<file path="config.mk">
export PLATFORM = sky130hd
export DESIGN_NAME = bavul_kasa_flat
export DESIGN_NICKNAME = d
export VERILOG_FILES = /design/src/rtl/bavul_kasa_if.sv /design/src/rtl/bavul_kasa.sv /design/src/flat_wrapper.sv
export SDC_FILE = /design/constraint.sdc
export NUM_CORES = 1
export LEC_CHECK = 0
export ABC_AREA = 1
export CAP_MARGIN = 20
export CORE_ASPECT_RATIO = 0.7
export CORE_MARGIN = 4
export CORE_UTILIZATION = 60
export DETAILED_ROUTE_END_ITERATION = 8
export DONT_BUFFER_PORTS = 1
export PLACE_DENSITY = 0.77
export SLEW_MARGIN = 15
export SYNTH_ARGS = -nofsm -noshare
export SYNTH_HDL_FRONTEND = slang
export SYNTH_SLANG_ARGS = --single-unit
</file>
<file path="constraint.sdc">
create_clock -name saat -period 4.8 [get_ports saat]
set_input_delay 1.44 -clock saat [delete_from_list [all_inputs] [get_ports saat]]
set_output_delay 1.44 -clock saat [all_outputs]
set_load 0.005 [all_outputs]
</file>
<file path="src/rtl/bavul_kasa_if.sv">
// rtl/bavul_kasa_if.sv - bag fee intake and coin payment signal bundle
interface bavul_kasa_if #(
    parameter int TOPLAM_W = 12
);
    logic                bitti;
    logic [7:0]          ucret;
    logic                yolcu_bitti;
    logic                para_gecerli;
    logic [7:0]          para;
    logic                iptal;
    logic [TOPLAM_W-1:0] toplam;
    logic [3:0]          bavul_sayisi;
    logic                odeme_bekle;
    logic [TOPLAM_W-1:0] para_ustu;
    logic                tamam;
    logic                iade;
    logic                hata;

    modport slave (
        input  bitti, ucret, yolcu_bitti, para_gecerli, para, iptal,
        output toplam, bavul_sayisi, odeme_bekle, para_ustu, tamam, iade, hata
    );

    modport master (
        output bitti, ucret, yolcu_bitti, para_gecerli, para, iptal,
        input  toplam, bavul_sayisi, odeme_bekle, para_ustu, tamam, iade, hata
    );
endinterface

</file>
<file path="src/rtl/bavul_kasa.sv">
// rtl/bavul_kasa.sv - sums one passenger's bag fees, collects coins, pays change or refunds
module bavul_kasa #(
    parameter int MAKS_BAVUL = 8,
    parameter int TOPLAM_W   = 12
) (
    input  logic        saat,
    input  logic        reset,
    bavul_kasa_if.slave kasa
);
    typedef enum logic [2:0] {
        BOSTA = 3'd0,
        TOPLA = 3'd1,
        ODEME = 3'd2,
        SONUC = 3'd3,
        IADE  = 3'd4
    } durum_t;

    localparam logic [3:0] MAKS = 4'(MAKS_BAVUL);

    durum_t durum, durum_n;

    logic [TOPLAM_W-1:0] toplam_q, toplam_n;
    logic [TOPLAM_W-1:0] odenen_q, odenen_n;
    logic [TOPLAM_W-1:0] ustu_q, ustu_n;
    logic [3:0]          sayi_q, sayi_n;
    logic                bekle_q, bekle_n;
    logic                tamam_q, tamam_n;
    logic                iade_q, iade_n;
    logic                hata_q, hata_n;

    // One extra bit catches carry-out so both running sums can saturate.
    logic [TOPLAM_W:0]   toplam_top;
    logic [TOPLAM_W:0]   odenen_top;
    logic [TOPLAM_W-1:0] toplam_sat;
    logic [TOPLAM_W-1:0] odenen_sat;

    assign toplam_top = {1'b0, toplam_q} + (TOPLAM_W+1)'(kasa.ucret);
    assign odenen_top = {1'b0, odenen_q} + (TOPLAM_W+1)'(kasa.para);
    assign toplam_sat = toplam_top[TOPLAM_W] ? '1 : toplam_top[TOPLAM_W-1:0];
    assign odenen_sat = odenen_top[TOPLAM_W] ? '1 : odenen_top[TOPLAM_W-1:0];

    // State register; reset drops any transaction in flight.
    always_ff @(posedge saat or negedge reset) begin
        if (!reset) begin
            durum <= BOSTA;
        end else begin
            durum <= durum_n;
        end
    end

    // Next state and next register values; pulses default low every cycle.
    always_comb begin
        durum_n  = durum;
        toplam_n = toplam_q;
        odenen_n = odenen_q;
        ustu_n   = ustu_q;
        sayi_n   = sayi_q;
        bekle_n  = bekle_q;
        tamam_n  = 1'b0;
        iade_n   = 1'b0;
        hata_n   = 1'b0;
        case (durum)
            BOSTA: begin
                if (kasa.bitti) begin
                    toplam_n = TOPLAM_W'(kasa.ucret);
                    sayi_n   = 4'd1;
                    durum_n  = TOPLA;
                end
            end
            TOPLA: begin
                // A bag arriving with yolcu_bitti is still counted.
                if (kasa.bitti) begin
                    if (sayi_q < MAKS) begin
                        toplam_n = toplam_sat;
                        sayi_n   = sayi_q + 4'd1;
                        hata_n   = toplam_top[TOPLAM_W];
                    end else begin
                        hata_n = 1'b1;
                    end
                end
                if (kasa.yolcu_bitti) begin
                    durum_n = ODEME;
                    bekle_n = 1'b1;
                end
            end
            ODEME: begin
                hata_n = kasa.bitti;
                if (kasa.iptal) begin
                    // Cancel beats a coin in the same cycle; that coin is not kept.
                    durum_n = IADE;
                    bekle_n = 1'b0;
                end else begin
                    if (kasa.para_gecerli) begin
                        odenen_n = odenen_sat;
                    end
                    // Also covers a zero total with no coin at all.
                    if (odenen_n >= toplam_q) begin
                        durum_n = SONUC;
                        bekle_n = 1'b0;
                    end
                end
            end
            SONUC: begin
                hata_n   = kasa.bitti;
                tamam_n  = 1'b1;
                ustu_n   = odenen_q - toplam_q;
                toplam_n = '0;
                odenen_n = '0;
                sayi_n   = 4'd0;
                durum_n  = BOSTA;
            end
            IADE: begin
                hata_n   = kasa.bitti;
                iade_n   = 1'b1;
                ustu_n   = odenen_q;
                toplam_n = '0;
                odenen_n = '0;
                sayi_n   = 4'd0;
                durum_n  = BOSTA;
            end
            default: begin
                durum_n = BOSTA;
            end
        endcase
    end

    // Datapath and output registers; every output comes straight from a flop.
    always_ff @(posedge saat or negedge reset) begin
        if (!reset) begin
            toplam_q <= '0;
            odenen_q <= '0;
            ustu_q   <= '0;
            sayi_q   <= 4'd0;
            bekle_q  <= 1'b0;
            tamam_q  <= 1'b0;
            iade_q   <= 1'b0;
            hata_q   <= 1'b0;
        end else begin
            toplam_q <= toplam_n;
            odenen_q <= odenen_n;
            ustu_q   <= ustu_n;
            sayi_q   <= sayi_n;
            bekle_q  <= bekle_n;
            tamam_q  <= tamam_n;
            iade_q   <= iade_n;
            hata_q   <= hata_n;
        end
    end

    assign kasa.toplam       = toplam_q;
    assign kasa.bavul_sayisi = sayi_q;
    assign kasa.odeme_bekle  = bekle_q;
    assign kasa.para_ustu    = ustu_q;
    assign kasa.tamam        = tamam_q;
    assign kasa.iade         = iade_q;
    assign kasa.hata         = hata_q;
endmodule

</file>
<file path="src/flat_wrapper.sv">
// flat-port wrapper written by rule: the top's interface ports become plain ports
module bavul_kasa_flat 
#(
    parameter int MAKS_BAVUL = 8,
    parameter int TOPLAM_W   = 12
)
  (saat, reset, kasa_bitti, kasa_ucret, kasa_yolcu_bitti, kasa_para_gecerli, kasa_para, kasa_iptal, kasa_toplam, kasa_bavul_sayisi, kasa_odeme_bekle, kasa_para_ustu, kasa_tamam, kasa_iade, kasa_hata);
  bavul_kasa_if #(.TOPLAM_W(TOPLAM_W)) kasa_i ();
  input  logic saat;
  input  logic reset;
  input wire logic [$bits(kasa_i.bitti)-1:0] kasa_bitti;
  input wire logic [$bits(kasa_i.ucret)-1:0] kasa_ucret;
  input wire logic [$bits(kasa_i.yolcu_bitti)-1:0] kasa_yolcu_bitti;
  input wire logic [$bits(kasa_i.para_gecerli)-1:0] kasa_para_gecerli;
  input wire logic [$bits(kasa_i.para)-1:0] kasa_para;
  input wire logic [$bits(kasa_i.iptal)-1:0] kasa_iptal;
  output wire logic [$bits(kasa_i.toplam)-1:0] kasa_toplam;
  output wire logic [$bits(kasa_i.bavul_sayisi)-1:0] kasa_bavul_sayisi;
  output wire logic [$bits(kasa_i.odeme_bekle)-1:0] kasa_odeme_bekle;
  output wire logic [$bits(kasa_i.para_ustu)-1:0] kasa_para_ustu;
  output wire logic [$bits(kasa_i.tamam)-1:0] kasa_tamam;
  output wire logic [$bits(kasa_i.iade)-1:0] kasa_iade;
  output wire logic [$bits(kasa_i.hata)-1:0] kasa_hata;
  assign kasa_i.bitti = kasa_bitti;
  assign kasa_i.ucret = kasa_ucret;
  assign kasa_i.yolcu_bitti = kasa_yolcu_bitti;
  assign kasa_i.para_gecerli = kasa_para_gecerli;
  assign kasa_i.para = kasa_para;
  assign kasa_i.iptal = kasa_iptal;
  assign kasa_toplam = kasa_i.toplam;
  assign kasa_bavul_sayisi = kasa_i.bavul_sayisi;
  assign kasa_odeme_bekle = kasa_i.odeme_bekle;
  assign kasa_para_ustu = kasa_i.para_ustu;
  assign kasa_tamam = kasa_i.tamam;
  assign kasa_iade = kasa_i.iade;
  assign kasa_hata = kasa_i.hata;
  bavul_kasa #(.MAKS_BAVUL(MAKS_BAVUL), .TOPLAM_W(TOPLAM_W)) u_core (.saat(saat), .reset(reset), .kasa(kasa_i));
endmodule
</file>
Word level (Yosys, flattened, before mapping)
Index checks and enable logic that the tools add are counted.

Register bits after elaboration: 47. Bits of input ports: 22. Output and inout bits: 32.

Muxes and demuxes: 30. Order comparisons: 2. Reduce and logical (&&, ||, !) cells: 11. $add $sub $neg: 4. Eq/ne operators: 10.

Operators with widths (number): two-way mux 12 bit (9); one-hot mux 12 bit (2 select lines) (2); one-hot mux 12 bit (3 select lines) (1); adder 12 x 8 -> 13 bit (2); greater-or-equal comparator 12 bit (1); two-way mux 3 bit (4); two-way mux 4 bit (3); one-hot mux 4 bit (3 select lines) (1); subtractor 12 bit (1); one-hot mux 3 bit (3 select lines) (1); != test 2 bit, second input constant (4); two-way mux 1 bit (7); == test 3 x 2 -> 1 bit, second input constant (2); AND reduction 3 bit (2); nonzero test 2 bit (3); adder 4 x 1 -> 4 bit, second input constant (1); < comparator 4 bit, second input constant (1); one-hot mux 1 bit (2 select lines) (2); AND reduction 4 bit (1); == test 3 x 1 -> 1 bit, second input constant (1); == test 3 bit, second input constant (1); logical NOT 3 bit (1); != test 3 x 2 -> 1 bit, second input constant (1); nonzero test 3 bit (1); 4 further kinds (4).

Longest topological paths before layout
Gate-level depths: netlist of run 1.

Depth in word-level cells: 9. Depth in mapped cells: 19. Mapped depth without buffers: 19.

Worst setup path after synthesis of run 1
No wires, ideal clock.

Path kind: input port to flip-flop. Start point: input kasa_para[0]. End point: register u_core.durum[0]. Arrival time: 3656 ps. Stages: 16. Path slack: 1026 ps. Cells stage by stage: ha_1 > fa_1 > nand3_1 > nand2_1 > nand3_1 > nand3_2 > or2_2 > o21ai_0 > inv_1 > ha_1 > a21oi_1 > o21ai_0 > nand2_1 > nand4_1 > nand3b_1 > nand2_1.

Word-level cells in the longest chain between the ends: 8.

RTL lines: start, declared (RTL line flat_wrapper.sv:15) `input wire logic [$bits(kasa_i.para)-1:0] kasa_para;`; adder 12 x 8 -> 13 bit (RTL line bavul_kasa.sv:38) `assign odenen_top = {1'b0, odenen_q} + (TOPLAM_W+1)'(kasa.para);`; two-way mux 12 bit (RTL line bavul_kasa.sv:40) `assign odenen_sat = odenen_top[TOPLAM_W] ? '1 : odenen_top[TOPLAM_W-1:0];`; two-way mux 12 bit (RTL line bavul_kasa.sv:93) `if (kasa.para_gecerli) begin`; two-way mux 12 bit (RTL line bavul_kasa.sv:88) `if (kasa.iptal) begin`; two-way mux 12 bit (RTL line bavul_kasa.sv:62) `case (durum)`; greater-or-equal comparator 12 bit (RTL line bavul_kasa.sv:97) `if (odenen_n >= toplam_q) begin`; != test 3 x 2 -> 1 bit (no source line); AND reduction 3 bit (no source line); end signal, assigned (RTL line bavul_kasa.sv:47) `durum <= durum_n;`; end, declared (RTL line bavul_kasa.sv:20) `durum_t durum, durum_n;`.

No other way between the ends. The select of a mux whose other input is x is not followed. A chain may end at the register's enable or synchronous reset.

Final worst setup path of run 1
Start point: input kasa_para[0]. End point: register u_core.bekle_q, in the netlist u_core.kasa.odeme_bekle.

Word-level cells in the longest chain between the ends: 8.

RTL lines: adder 12 x 8 -> 13 bit (RTL line bavul_kasa.sv:38); two-way mux 12 bit (RTL line bavul_kasa.sv:40); two-way mux 12 bit (RTL line bavul_kasa.sv:93); two-way mux 12 bit (RTL line bavul_kasa.sv:88); two-way mux 12 bit (RTL line bavul_kasa.sv:62); greater-or-equal comparator 12 bit (RTL line bavul_kasa.sv:97); != test 3 x 2 -> 1 bit (no source line); AND reduction 3 bit (no source line); end signal, assigned (RTL line bavul_kasa.sv:143) `bekle_q <= bekle_n;`; end, declared (RTL line bavul_kasa.sv:26) `logic bekle_q, bekle_n;`.

No other way between the ends. The select of a mux whose other input is x is not followed.

==> impl_metrics.yaml, run 1 <==
placed_design:
  dp_hpwl_mm: 8.55
  portBuffers: 0
  gp_congestion: 0.938
  placed_area_um2: 4190
worst_setup_path:
  crit_path_end: "u_core.kasa.odeme_bekle"
  cp.required_ps: 5010
  rrSetupSlack_ps: 1640
  r2r_cells: 17
  worstSetupEndpointType: "flip-flop"
  critical_path_arrival_ps: 4060
  worst-path-max-fanout: 4
  r2r_start: "u_core.odenen_q[0]"
  r2r_end: "u_core.kasa.odeme_bekle"
  critPathKind: "primary input to flip-flop"
  cp-startpoint: "kasa_para[0]"
  startpoint_type: "primary input"
timing:
  setup_violations: 0
  slew_headroom_pct: 64.5
  fmax_mhz: 260
  finalHoldViolCount: 0
  skew_ps: 9.82
  fin_crit_ps: 3840
  tightest_slew_ps: 530
  setup_tns_ps: 0
  drv_slew: 0
  rsz0062_at_grt: "false"
  fin_crit_sh_pct: 80.1
grt:
  antenna_found_initial: 0
  grt_pass1_vias: 3629
  grt_max_degree: 48
  grt_usage_pct: 27.0
  grt_remaining_overflow: 0
  grt_pass1_wl_mm: 18.0
synth:
  seq_area_frac_synth_pct: 28.5
  synthArstFlopShare_pct: 100
  syn-num-nets: 665
  synth_edf_count: 0
  synthFlopType: "dfrtp_1"
  yosysUniqueCellTypes: 44
  postSynthCellCount: 600
  netlist_area_um2: 4130
  yosys_register_bits: 47
  yosys_warnings: 0
  avgSynthCellArea_um2: 6.88
clock_network:
  clock_sinks: 47
  clockRootBuffer: "clkbuf_8"
  clk_pin_slew_ps: 100
  cts_tree: "done"
  cts-hold-fix-buffers: 0
  cts_buffers: 5
  cts_setup_buffers: 0
  cts_buffer_depth: 2
  htree_levels: 2
  clkLatencyLatePin_ps: 320
  cts_resized: 0
power:
  leakage_nw: 2.37
  ir_worst_vdd_v: 0.000339
  powerDensity_nw_per_um2: 603
flow_run:
  cap_violations: 0
layout:
  final_common_cell: "nand2_1"
  nets: 664
  diodes: 0
  finalCoreUtilization_pct: 66.4
  fin_area_um2: 4290
  area_growth_pct: 3.91
  nFillCells: 599
  layout_common_cells: "nand2_1, inv_1, dfrtp_1"
  drive_gt1_share_pct: 5.83
status:
  run_status: "finished clean"
die:
  core_area_um2: 6460
  pin_count: 54
  die_height_um: 77.4
  row_count: 24
  initial_utilization_pct: 63.9
  die_x_um: 107
  die_area_um2: 8290
routing:
  drtPass1Iterations: 5
  avgViaCountPerCell: 5.73
  num_vias: 3962
  wirelength_mm: 10.9
  ant_nets: 0
  drt_iter0_drc: 342
  drc: 0
  wl_per_cell_um: 15.8
hold_path:
  hp-class: "flip-flop to flip-flop"
-- worst min-delay path by stage --
stage               slack, ps  cells past startpoint                   endpoint                      start
global placement          490                      2   u_core.kasa.para_ustu[9]   u_core.kasa.para_ustu[9]
CTS                       520                      2   u_core.kasa.para_ustu[9]   u_core.kasa.para_ustu[9]
floorplan                 460                      2    u_core.kasa.odeme_bekle    u_core.kasa.odeme_bekle
detailed placement        500                      2   u_core.kasa.para_ustu[9]   u_core.kasa.para_ustu[9]
finish                    510                      2   u_core.kasa.para_ustu[9]   u_core.kasa.para_ustu[9]
global route              550                      2  u_core.kasa.para_ustu[10]  u_core.kasa.para_ustu[10]
-- stage by stage --
stage | hold WS, ps | setup slack [ps] | power (mW) | instances
after floorplan | 464 | 1030 | 1.93 | 600
after global placement | 491 | 728 | 2.26 | 683
after detailed placement | 501 | 652 | 2.31 | 683
after CTS | 525 | 1000 | 2.57 | 691
after global routing | 552 | 759 | 2.86 | 691
final | 513 | 956 | 2.58 | 691
-- state kept, by name (all words and copies together), names as in the netlist --
signal / cells
u_core.kasa.para_ustu: 12
u_core.kasa.hata: 1
u_core.kasa.tamam: 1
u_core.kasa.iade: 1
u_core.kasa.odeme_bekle: 1
u_core.durum: 3
u_core.odenen_q: 12
u_core.kasa.bavul_sayisi: 4
u_core.kasa.toplam: 12
-- cell type report --
cell class                      instances  area [µm²]  share of cell area, %
Inverter                               85         319                   7.44
Clock inverter                          3        25.0                  0.584
Clock buffer                            5        68.8                   1.61
Sequential cell                        47        1180                   27.4
Timing Repair Buffer                    1        7.51                  0.175
Multi-Input combinational cell        459        2580                   60.1
Tap cell                               91         114                   2.66
-- kinds of logic after synthesis --
| group | count (synthesis) | share of synthesized area (%) |
|---|---|---|
| flip-flops | 47 | 28.5 |
| adder cells (fa/ha/maj) | 43 | 13.6 |
| XOR/XNOR | 12 | 2.55 |
| AND/OR/NAND/NOR | 305 | 32.2 |
| buffers and inverters | 94 | 9.04 |
| AO/OA/AOI/OAI | 99 | 14.1 |
-- power by group --
group | total, mW | leakage [nW] | switching, mW | internal, mW
clock network | 0.256 | 0.0443 | 0.152 | 0.104
registers | 0.725 | 0.600 | 0.184 | 0.541
logic | 1.60 | 1.73 | 1.03 | 0.572
total | 2.58 | 2.37 | 1.37 | 1.22
-- synth_stat cells (all sizes together) (4+ instances only) --
library cell | n | area, µm²
a21oi | 36 | 180
a22oi | 6 | 45.0
buf | 7 | 46.3
dfrtp | 47 | 1180
ha | 40 | 500
inv | 85 | 319
nand2 | 192 | 736
nand3 | 47 | 245
nand4 | 9 | 56.3
nor2 | 43 | 186
nor3 | 4 | 35.0
o211ai | 6 | 45.0
o21ai | 32 | 168
o21bai | 5 | 37.5
or2 | 6 | 37.5
xnor2 | 7 | 61.3
xor2 | 5 | 43.8
-- routing by layer --
layer / track usage, % / wire length (µm) / share of wire [%] / vias to the layer above
met2: 38.6 / 4560 / 42 / 181
met4: 7.66 / 157 / 1.4 / 0
met1: 41.0 / 5160 / 47 / 1799
met3: 5.97 / 1050 / 9.6 / 17
li1: - / - / - / 1965
met5: 0 / 0 / 0 / -
-- critical path: stages --
cell and delay [ps]:
ha_1 220, fa_1 410, nand3_1 100, nand2_1 120, nand2_1 90, nand3_1 150
nand3_1 180, nand3_1 140, ha_1 320, nand2_1 70, nor2_1 220, and2_1 170
nand2_1 50, nand4_1 180, nand2_1 70, nand2_1 60, nand2_1 50
Power figures use the tool's default switching activity.
==> run 2: changes to the inputs <==
Clock period 4.8 ns to 3.9 ns, I/O delays scaled along.
==> impl_metrics.yaml, run 2 (synthesized netlist as in run 1, its figures left out) <==
status:
  run_status: "finished clean"
power:
  seqPwrFrac_pct: 28.0
  clkPwrFrac_pct: 9.8
  leakage_nw: 2.37
  comb_power_share_pct: 62.2
  ir_worst_vdd_v: 0.000432
  p_sw_mw: 1.68
  powerDensity_nw_per_um2: 740
  swShare_pct: 52.8
  p_total_mw: 3.17
  intPower_mw: 1.50
worst_setup_path:
  cp.required_ps: 4110
  crit_top_cell: "nand2_1"
  critPathKind: "primary input to flip-flop"
  startpoint_type: "primary input"
  path_delay_family: "simple AND/OR/NAND/NOR gates"
  r2r_end: "u_core.kasa.odeme_bekle"
  cpPeakStageDelay_ps: 410
  worst-path-max-fanout: 4
  worstPathCellList: "ha_1 -> fa_1 -> nand3_1 -> nand2_1 -> nand2_1 -> nand3_1 -> nand3_1 -> nand3_1 -> ha_1 -> nand2_1 -> nor2_1 -> and2_1 -> nand2_1 -> nand4_1 -> nand2_1 -> nand2_1 -> nand2_1"
  worst-path-buf-inv: 0
  cp_slowest_cell: "fa_1"
  critical_path_arrival_ps: 3800
  rrSetupSlack_ps: 730
  worstSetupEndpointType: "flip-flop"
  r2r_start: "u_core.odenen_q[0]"
  r2r_cells: 17
timing:
  rsz0062_at_grt: "false"
  fin_crit_sh_pct: 92.1
  layout_setup_ws_ps: 308
  finalHoldViolCount: 0
  setup_tns_ps: 0
  skew_ps: 9.87
  slew_headroom_pct: 62.7
  drv_slew: 0
  fmax_mhz: 278
  setup_violations: 0
  finalHoldWorstSlack_ps: 517
  fin_crit_ps: 3590
  tightest_slew_ps: 556
placed_design:
  gp_congestion: 0.938
  dp_slack_ps: 7.03
  portBuffers: 0
  dp_hpwl_mm: 8.46
hold_path:
  hold_end: "u_core.kasa.para_ustu[9]"
  hold_depth: 2
  hp-start: "u_core.kasa.para_ustu[9]"
  hp-class: "flip-flop to flip-flop"
routing:
  drc: 0
  num_vias: 3977
  wirelength_mm: 10.8
  drt_iter0_drc: 436
  avgViaCountPerCell: 5.76
  ant_nets: 0
  wl_per_cell_um: 15.6
  drtPass1Iterations: 5
layout:
  regArea_um2: 1180
  layout_common_cells: "nand2_1, inv_1, dfrtp_1"
  drive_gt1_share_pct: 5.83
  multi_input_comb_area_um2: 2580
  area_growth_pct: 3.91
  final_common_cell: "nand2_1"
  nets: 664
  finalCoreUtilization_pct: 66.4
  nFillCells: 589
  diodes: 0
grt:
  grt_pass1_vias: 3461
  grt_usage_pct: 25.7
  grt_pass1_wl_mm: 17.2
  grt_remaining_overflow: 0
  antenna_found_initial: 0
  grt_max_degree: 48
die:
  pin_count: 54
  row_count: 24
  die_height_um: 77.4
  initial_utilization_pct: 63.9
  die_x_um: 107
  die_area_um2: 8290
  core_area_um2: 6460
flow_run:
  cap_violations: 0
clock_network:
  clock_sinks: 47
  cts-hold-fix-buffers: 0
  clk_pin_slew_ps: 100
  htree_levels: 2
  cts_setup_buffers: 0
  cts_buffer_depth: 2
  cts_buffers: 5
  clockRootBuffer: "clkbuf_8"
  clkLatencyLatePin_ps: 310
  cts_resized: 0
  cts_tree: "done"
[run 2: cell counts in the layout (fill, tap and decap cells not counted)]
No cell type changed its count.
[run 2: final cells by class]
cell class / instances / area share, %
Tap cell: 91 / 2.66
Timing Repair Buffer: 1 / 0.175
Clock inverter: 3 / 0.584
Inverter: 85 / 7.44
Multi-Input combinational cell: 459 / 60.1
Clock buffer: 5 / 1.61
Sequential cell: 47 / 27.4
[run 2: how the worst max path moves through the flow]
stage,endpoint,cells past startpoint,start,slack (ps)
floorplan,u_core.durum[0],16,kasa_para[0],400
global placement,u_core.durum[0],16,kasa_para[0],100
detailed placement,u_core.kasa.odeme_bekle,17,kasa_para[0],7
CTS,u_core.kasa.odeme_bekle,17,kasa_para[0],340
global route,u_core.kasa.odeme_bekle,17,kasa_para[0],110
finish,u_core.kasa.odeme_bekle,17,kasa_para[0],310
[run 2: metal layers]
metal,global-route usage (%),vias up,routed length [µm]
li1,-,1971,-
met1,40.6,1822,5310
met2,37.3,169,4450
met3,4.06,15,894
met4,4.34,0,107
met5,0,-,0
[run 2: worst min-delay path, stage by stage, from the launching register on]
cell	delay, ps
dfrtp_1	370
nand2_1	60
nand2_1	60
[run 2: metrics by stage]
stage	cell area (µm²)	instances
after floorplan	4130	600
after global placement	4190	683
after detailed placement	4190	683
after CTS	4290	691
after global routing	4290	691
final	4290	691
[run 2: power by group through the flow]
stage | Combinational (mW) | Sequential, mW | Clock, mW
global route | 2.26 | 0.914 | 0.338
finish | 1.97 | 0.889 | 0.310
detailed placement | 1.94 | 0.897 | 0
CTS | 1.95 | 0.890 | 0.320
floorplan | 1.55 | 0.825 | 0
global placement | 1.89 | 0.895 | 0
==> run 3: changes to the inputs <==
Settings changed: PLACE_DENSITY 0.77 to unset, PLACE_DENSITY_LB_ADDON set to 0.08.
==> impl_metrics.yaml, run 3 (synthesized netlist as in run 1, its figures left out) <==
status:
  run_status: "finished clean"
worst_setup_path:
  crit_path_end: "u_core.durum[0]"
  r2r_cells: 16
  worstPathCellList: "ha_1 -> fa_1 -> nand3_1 -> nand2_1 -> nand3_1 -> nand3_2 -> nor2_1 -> a21boi_0 -> ha_1 -> nand2_1 -> o21bai_1 -> nand2_1 -> a21oi_1 -> nand4_1 -> nand3b_1 -> nand2_1"
  cp.required_ps: 4100
  r2r_start: "u_core.odenen_q[0]"
  worstSetupEndpointType: "flip-flop"
  critPathKind: "primary input to flip-flop"
  r2r_end: "u_core.durum[0]"
  crit_top_cell: "nand2_1"
  cpPeakStageDelay_ps: 420
  worst-path-max-fanout: 5
  rrSetupSlack_ps: 670
  critical_path_arrival_ps: 3840
  cp-startpoint: "kasa_para[0]"
  startpoint_type: "primary input"
  cp_slowest_cell: "fa_1"
grt:
  grt_max_degree: 48
  grt_pass1_vias: 3687
  grt_remaining_overflow: 0
  antenna_found_initial: 0
  grt_pass1_wl_mm: 18.3
  grt_usage_pct: 27.3
timing:
  fin_crit_ps: 3650
  slew_headroom_pct: 62.7
  finalHoldWorstSlack_ps: 513
  finalHoldViolCount: 0
  skew_ps: 9.28
  fmax_mhz: 274
  layout_setup_ws_ps: 255
  setup_violations: 0
  drv_slew: 0
  rsz0062_at_grt: "false"
  tightest_slew_ps: 557
  setup_tns_ps: 0
  fin_crit_sh_pct: 93.5
layout:
  fin_cells: 691
  layout_common_cells: "nand2_1, inv_1, dfrtp_1"
  area_growth_pct: 4.94
  final_common_cell: "nand2_1"
  fin_area_um2: 4330
  nets: 664
  finalCoreUtilization_pct: 67.1
  diodes: 0
  drive_gt1_share_pct: 5.83
clock_network:
  cts_buffers: 5
  cts_setup_buffers: 0
  cts_tree: "done"
  cts_buffer_depth: 2
  clk_pin_slew_ps: 100
  cts_resized: 0
  clock_sinks: 47
  clockRootBuffer: "clkbuf_8"
  htree_levels: 2
  cts-hold-fix-buffers: 0
  clkLatencyLatePin_ps: 300
power:
  p_sw_mw: 1.69
  swShare_pct: 51.0
  leakage_nw: 2.39
  powerDensity_nw_per_um2: 766
  seqPwrFrac_pct: 26.8
  comb_power_share_pct: 60.1
  intPower_mw: 1.63
  clkPwrFrac_pct: 13.1
  ir_worst_vdd_v: 0.000553
  p_total_mw: 3.32
placed_design:
  portBuffers: 0
  placed_area_um2: 4190
  dp_hpwl_mm: 8.58
  dp_slack_ps: -53.2
  place_inst: 683
  gp_congestion: 0.955
routing:
  top_layer: "met4"
  ant_nets: 0
  drc: 0
  wl_per_cell_um: 16.1
  num_vias: 4022
  met1_length_mm: 5.22
  dr_wl_met3_mm: 1.01
  wirelength_mm: 11.1
  drt_iter0_drc: 336
  avgViaCountPerCell: 5.82
  met2_length_mm: 4.81
  drtPass1Iterations: 8
die:
  core_area_um2: 6460
  pin_count: 54
  row_count: 24
  die_height_um: 77.4
  die_area_um2: 8290
  initial_utilization_pct: 63.9
  die_x_um: 107
flow_run:
  cap_violations: 0
hold_path:
  hp-class: "flip-flop to flip-flop"
[run 3: changes by cell type in the layout (fill, tap and decap cells not counted), sizes merged]
| cell | delta |
|---|---|
| bufinv | +2 |
| clkinv | -2 |
[run 3: layer usage]
layer,track usage [%],up-vias
met4,4.21,0
met2,41.2,192
met3,5.80,11
met5,0,-
li1,-,1961
met1,41.0,1858
[run 3: layout make-up]
cell class	count	area (µm²)
well taps	91	114
clock inverters	3	67.6
inverters	85	319
repair buffers	1	7.51
fillers	560	2130
clock buffers	5	68.8
multi-input cells	459	2580
flip-flops and latches	47	1180
[run 3: how the worst min path moves through the flow]
stage | slack (ps) | from | depth (start not counted) | to
final | 510 | u_core.kasa.para_ustu[9] | 2 | u_core.kasa.para_ustu[9]
after global routing | 530 | reset | 0 | u_core.kasa.toplam[3]
after CTS | 520 | u_core.kasa.para_ustu[5] | 2 | u_core.kasa.para_ustu[5]
after detailed placement | 500 | u_core.kasa.para_ustu[5] | 2 | u_core.kasa.para_ustu[5]
after global placement | 490 | u_core.kasa.para_ustu[9] | 2 | u_core.kasa.para_ustu[9]
after floorplan | 460 | u_core.kasa.odeme_bekle | 2 | u_core.kasa.odeme_bekle
[run 3: worst max-delay path: cells and delay by family]
kind,cells,cell delay [ps]
adders and majority gates,3,950
and+or+nand+nor,10,1320
AOI/OAI and AO/OA,3,400
[run 3: power groups by stage]
stage	Combinational [mW]	Clock, mW	Sequential [mW]
after floorplan	1.55	0	0.825
after global placement	1.88	0	0.896
after detailed placement	1.94	0	0.900
after CTS	1.96	0.443	0.893
after global routing	2.27	0.462	0.922
final	1.99	0.435	0.890
